===== src/rtl/shifter_pkg.sv =====
// shifter_pkg: shared mode encodings, constant log2 and the stage payload for pipelined_shifter.
package shifter_pkg;

    localparam int MAX_WIDTH = 64;
    localparam int MAX_LOG2  = 6;

    typedef enum logic [1:0] {
        MODE_SLL = 2'b00,
        MODE_SRL = 2'b01,
        MODE_SRA = 2'b10,
        MODE_ROR = 2'b11
    } mode_t;

    function automatic int clog2(input int v);
        int r;
        r = 0;
        while ((1 << r) < v) r = r + 1;
        return r;
    endfunction

    // amt carries the full shift amount down the pipe; level i consumes amt[i].
    typedef struct packed {
        logic [MAX_WIDTH-1:0] data;
        logic                 fill;
        mode_t                mode;
        logic [MAX_LOG2-1:0]  amt;
        logic                 valid;
    } stage_t;

endpackage


===== src/rtl/shifter_level.sv =====
// shifter_level: one right-shift/rotate mux level of fixed distance DIST.
// Rotate wrap path is only built when SHIFTER_ROTATE_EN is defined.
module shifter_level
    import shifter_pkg::*;
#(
    parameter int WIDTH = 32,
    parameter int DIST  = 1
) (
    input  logic [WIDTH-1:0] din,
    input  logic             fill,
    input  logic [1:0]       mode,
    input  logic             sh,
    output logic [WIDTH-1:0] dout
);

`ifdef SHIFTER_ROTATE_EN
    always_comb begin
        dout = din;
        if (sh) begin
            if (mode == MODE_ROR) dout = {din[DIST-1:0], din[WIDTH-1:DIST]};
            else                  dout = {{DIST{fill}}, din[WIDTH-1:DIST]};
        end
    end
`else
    logic unused_mode;
    assign unused_mode = ^mode;

    always_comb begin
        dout = din;
        if (sh) dout = {{DIST{fill}}, din[WIDTH-1:DIST]};
    end
`endif

endmodule


===== src/rtl/pipelined_shifter.sv =====
// pipelined_shifter: log2(WIDTH)-level barrel shifter, register every REG_EVERY levels, global stall.
// Define SHIFTER_ROTATE_EN to enable ROR on ctl=11; otherwise ctl=11 behaves as SRL.
module pipelined_shifter
    import shifter_pkg::*;
#(
    parameter int WIDTH     = 32,
    parameter int REG_EVERY = 1
) (
    input  logic             clk,
    input  logic             reset,
    input  logic             in_valid,
    output logic             in_ready,
    input  logic [WIDTH-1:0] A,
    input  logic [WIDTH-1:0] B,
    input  logic [1:0]       ctl,
    output logic             out_valid,
    input  logic             out_ready,
    output logic [WIDTH-1:0] out
);

    localparam int L = clog2(WIDTH);

    logic             advance;
    logic [WIDTH-1:0] a_rev;
    stage_t           entry;

    assign advance  = out_ready | ~out_valid;
    assign in_ready = advance;

    for (genvar k = 0; k < WIDTH; k++) begin : g_in_rev
        assign a_rev[k] = A[WIDTH-1-k];
    end

    // SLL is done as a right shift on the bit-reversed operand; only SRA gets a nonzero fill.
    always_comb begin
        entry                  = '0;
        entry.valid            = in_valid;
        entry.mode             = mode_t'(ctl);
        entry.fill             = (ctl == MODE_SRA) && A[WIDTH-1];
        entry.amt[L-1:0]       = B[L-1:0];
        entry.data[WIDTH-1:0]  = (ctl == MODE_SLL) ? a_rev : A;
    end

    for (genvar i = 0; i < L; i++) begin : g_lvl
        stage_t           cur;
        stage_t           nxt;
        logic [WIDTH-1:0] shifted;

        if (i == 0) begin : g_src
            assign cur = entry;
        end else if (i % REG_EVERY == 0) begin : g_src
            assign cur = g_lvl[i-1].g_reg.q;
        end else begin : g_src
            assign cur = g_lvl[i-1].nxt;
        end

        shifter_level #(
            .WIDTH (WIDTH),
            .DIST  (1 << i)
        ) u_level (
            .din  (cur.data[WIDTH-1:0]),
            .fill (cur.fill),
            .mode (cur.mode),
            .sh   (cur.amt[i]),
            .dout (shifted)
        );

        if (i == L-1) begin : g_out
            logic [WIDTH-1:0] shifted_rev;
            for (genvar k = 0; k < WIDTH; k++) begin : g_out_rev
                assign shifted_rev[k] = shifted[WIDTH-1-k];
            end
            always_comb begin
                nxt                  = cur;
                nxt.data             = '0;
                nxt.data[WIDTH-1:0]  = (cur.mode == MODE_SLL) ? shifted_rev : shifted;
            end
        end else begin : g_out
            always_comb begin
                nxt                  = cur;
                nxt.data             = '0;
                nxt.data[WIDTH-1:0]  = shifted;
            end
        end

        if (((i + 1) % REG_EVERY == 0) || (i == L-1)) begin : g_reg
            stage_t q;
            always_ff @(posedge clk) begin
                if (reset)        q <= '0;
                else if (advance) q <= nxt;
            end
        end
    end

    assign out       = g_lvl[L-1].g_reg.q.data[WIDTH-1:0];
    assign out_valid = g_lvl[L-1].g_reg.q.valid;

    logic unused_bits;
    assign unused_bits = ^{g_lvl[L-1].g_reg.q, B};

endmodule


===== config.mk =====
export PLATFORM = sky130hd
export DESIGN_NAME = pipelined_shifter
export DESIGN_NICKNAME = d
export VERILOG_FILES = /design/src/rtl/shifter_pkg.sv /design/src/rtl/shifter_level.sv /design/src/rtl/pipelined_shifter.sv
export SDC_FILE = /design/constraint.sdc
export NUM_CORES = 1
export LEC_CHECK = 0
export BUFFER_PORTS_ARGS = -buffer_cell sky130_fd_sc_hd__buf_2
export CORE_UTILIZATION = 52
export DETAILED_ROUTE_END_ITERATION = 7
export PLACE_DENSITY = 0.82
export SLEW_MARGIN = 10
export SYNTH_ARGS = -nofsm -noshare
export SYNTH_HDL_FRONTEND = slang
export SYNTH_HIERARCHICAL = 1
export SYNTH_SLANG_ARGS = --single-unit

===== constraint.sdc =====
create_clock -name clk -period 1.2 [get_ports clk]
set_input_delay 0 -clock clk [delete_from_list [all_inputs] [get_ports clk]]
set_output_delay 0 -clock clk [all_outputs]
set_load 0.01 [all_outputs]

======== Word level (Yosys, flattened, before mapping) ========
Cells that the tools add are included.
word-level totals
  bits in registers ....................... 197
  latch bits .............................. 0
  memory bits (writable) .................. 0
  ROM bits ................................ 0
  bits of input ports ..................... 70
  output and inout port bits .............. 34
  logic and storage cells ................. 35
  memories kept ........................... 0
cells by class
  $add $sub $neg .......................... 0
  multiply operators ...................... 0
  div/mod/pow operators ................... 0
  magnitude comparators ................... 0
  eq/ne operators ......................... 1
  shifts and indexed selects .............. 0
  mux-type cells .......................... 7
  bitwise logic cells ..................... 2
  reductions and logical operators ........ 3
operators by type and width
  operator                              number
  32-bit two-way mux                    7
  2-bit logical NOT                     2
  2-bit == test, second input constant  1
  1-bit logical AND                     1
  1-bit inverter                        1
  1-bit OR                              1

======== Depth between registers and ports, before layout ========
  word-level depth ........................ 3
  gate-level depth with buffers ........... 6

======== Hierarchy ========
Netlist, hierarchy kept.
modules (own cells, without submodules)
  module                                 instances  cells an instance  area each (sq um)  sequential area each (sq um)
  pipelined_shifter                      1          889                7268.2             3743.6
  shifter_level at g_lvl[0].u_level ...  4          36                 544.3              0.0
  shifter_level at g_lvl[4].u_level      1          37                 549.3              0.0

======== Worst setup path after synthesis ========
OpenSTA, ideal clock, no wires.
  path type ............................... input -> register
  start ................................... in ctl[1]
  end ..................................... reg g_lvl[0].g_reg.q[31] in the netlist's numbering
  library setup time ...................... 0.132 ns
  data arrival time ....................... 1.070 ns
  required time ........................... 1.068 ns
  setup slack ............................. -0.002 ns
  stages on the path ...................... 6
  path through ............................ nor2_2 buf_4 mux2_2 mux2_4 nand2_1 a21oi_1
RTL lines
  element                 RTL line                 RTL
  start: declaration      pipelined_shifter.sv:15  input logic [1:0] ctl,
  end signal: assignment  pipelined_shifter.sv:90  else if (advance) q <= nxt;
  end: declaration        pipelined_shifter.sv:87  stage_t q;

======== Final worst setup path ========
  start ................................... reg g_lvl[4].g_reg.q (netlist bit out_valid)
  end ..................................... out in_ready
between the ends
  word-level cells in the longest chain between the ends .. 2
RTL lines
  element                   RTL line                 RTL
  start: declaration        pipelined_shifter.sv:87
  start signal: assignment  pipelined_shifter.sv:90
  1-bit inverter            pipelined_shifter.sv:27  assign advance = out_ready | ~out_valid;
  1-bit OR                  pipelined_shifter.sv:27
  end: declaration          pipelined_shifter.sv:12  output logic in_ready,
Every way passes these cells.

==> metrics.txt <==
Filler cells=1454; CP delay by family, top=buffers and inverters; # clock sinks=187; Post-Syn Nets=1140; DIE AREA=19800 um2; via count=7538; Layout Cells excl Fill=between 1000 and 1500; Core Util, Final=63.0%; Post-Route WL=21700 um; Initial Util=53.3%; Worst EP required=1200 ps; placed cell area=10600 um2; Design Area, Final=approximately 12000 um2; worst slew pin tran=382 ps; overall routing resource usage=21.7%; final setup fails=approximately 190; Root Buffer=clkbuf_16; remaining global-route overflow=0; Multi-input gate area=5710 um2; Netlist cell types=20; # DRC=0; CTS buffer count=17; # placed instances=1339; largest net degree at the start of global routing=just under 70; core area=18800 um2; Slew headroom=around three quarters; Final ANT Viol Nets=0; share of cells above drive strength 1=39.0%; GP Congestion=0.791; WL per Instance=15.6 um; Max-Cap Viols=0; yosys warns=6; status=complete, but fails checks; fmax=748 MHz; CTS clk-pin slew, worst paths=roughly 70 ps; die width=between 100 and 150 um; diodes inserted=0; Die Span Y=141 um; failing checks=setup timing; Hold Crit Class=primary input to register; CP Cell Sequence=nor2b_4 -> buf_12 -> inv_8 -> buf_12 -> buf_6; mapped cell area=9990 um2; io pins=104; Yosys reg bits=between 150 and 200; crit path max fanout=7; Worst EP arrival=1340 ps; Max Root-Sink Buffers=2; post-layout minimum cycle time=1340 ps; CTS tree=built; post-synthesis sequential area ratio=37.5%; Mapped Cells=around 1100; CP Class=register to output port; hpwl dp=13500 um; row cnt=50; vias in the first global route=7219; port buffer count=76; peak supply drop=roughly 0.94 mV; Pleak=4.77 nW; FF+latch area=3750 um2; Slowest-stage cell, CP=dfxtp_2; NumNets Final=1218; Top cell by count, worst path=buf_12; initial antenna violation count=0; Final Slew Violations=0; worst skew pair latency=430 ps; vias per std cell=5.40; CP max stage delay=about 320 ps; first-pass GRT wire length=34900 um; TritonRoute pass-1 iters=5; Synth Area per Inst=9.34 um2; Tcrit/Tclk final=111%; setup ws final=-138 ps; CP bufs+invs=4; area grow syn2layout=18.2%; crit path launch type=register; Worst setup EP type=output port; pwr dens=between 1000 and 1500 nW/um2; DRT iter0 DRCs=~480; RSZ-0062 raised after global routing=yes; Clock Skews=8.14 ps; Hold Vio Cnt, Final=0; H-tree Lvls=4
[sequential cells by signal, indices dropped and copies added, names as in the netlist]
signal         count
out_valid          1
out               32
g_lvl.g_reg.q    154
[power breakdown]
| group | leakage, nW | total [W] | switching, W | internal (W) |
|---|---|---|---|---|
| Sequential | 1.53 | 0.00673 | 0.000240 | 0.00649 |
| Clock | 0.290 | 0.00572 | 0.00255 | 0.00317 |
| Combinational | 2.95 | 0.00173 | 0.000740 | 0.000987 |
| Total | 4.77 | 0.0142 | 0.00353 | 0.0107 |
[what timing repair did]
item	in CTS	in global routing
endpoints found under the hold margin	10	0
pin swaps	23	7
endpoints found under the setup margin	134	188
hold buffers	8	0
setup buffers	7	1
gates cloned	5	3
resized for setup	31	48
[logic make-up after synthesis]
kind of cell           Yosys count  synth area share (%)
muxes                          192                  27.3
AOI/OAI and AO/OA              186                  12.1
and+or+nand+nor                411                  15.7
DFF                            187                  37.5
buffers and inverters           94                  7.47
[Yosys cell counts (all sizes together)]
master	count	area, um2
clkbuf	12	45.0
dfxtp	187	3740
and3b	1	8.76
mux2	192	2730
or2	1	6.26
a21oi	154	771
buf	81	698
a311oi	32	443
nor2b	1	13.8
inv	1	3.75
nand2	372	1400
nor2	36	140
[final timing paths]
kind | startpoint | endpoint | slack, ps | depth (start not counted)
setup / recovery | out_valid | in_ready | -140 | 5
hold / removal | A[31] | g_lvl[0].g_reg.q[9] | 30 | 4
setup reg to reg | out_valid | g_lvl[0].g_reg.q[24] | -130 | 7
hold reg to reg | g_lvl[2].g_reg.q[5] | g_lvl[2].g_reg.q[5] | 450 | 2
[area by class of cell]
class | instances | area share (%)
multi-input combinational | 789 | 48.3
clock inverter | 14 | 1.37
clock buffer | 18 | 3.72
timing repair buffer | 152 | 12.3
sequential | 187 | 31.8
tap | 234 | 2.48
inverter | 1 | 0.0953
[placed cells by master, fill, tap and decap left out, drive strengths merged]
master,synthesis,routed
dfxtp,187,187
a21oi,154,154
buf,81,140
inv,1,6
mux2,192,192
nor2,36,36
and3b,1,1
bufinv,0,2
nand2,372,372
clkinvlp,0,2
nor2b,1,1
clkbuf,12,21
or2,1,1
clkinv,0,5
dlygate4sd3,0,8
bufbuf,0,1
a311oi,32,32
[layer usage]
| layer | global-route usage [%] | vias to the layer above | routed length [um] |
|---|---|---|---|
| met5 | 0 | - | 0 |
| met4 | 6.46 | 0 | 376 |
| met3 | 4.11 | 32 | 701 |
| met2 | 39.8 | 172 | 11300 |
| met1 | 25.6 | 3563 | 9330 |
| li1 | - | 3771 | - |
[metrics by stage]
step / power [W] / hold WS, ps / setup WS [ps] / TNS (ps)
floorplan: 0.00813 / 140 / 9.89 / 0
global placement: 0.00840 / 248 / -122 / -4490
detailed placement: 0.00846 / 252 / -154 / -6510
CTS: 0.0142 / 22.2 / -139 / -11640
global route: 0.0147 / 51.5 / -187 / -23350
finish: 0.0142 / 33.7 / -138 / -14090
[worst min-delay path: cells and delay by family]
family          cells  cell delay, ps
compound gates      1              60
buf+inv             1             110
simple gates        2             250
Power figures use the tool's default switching activity.
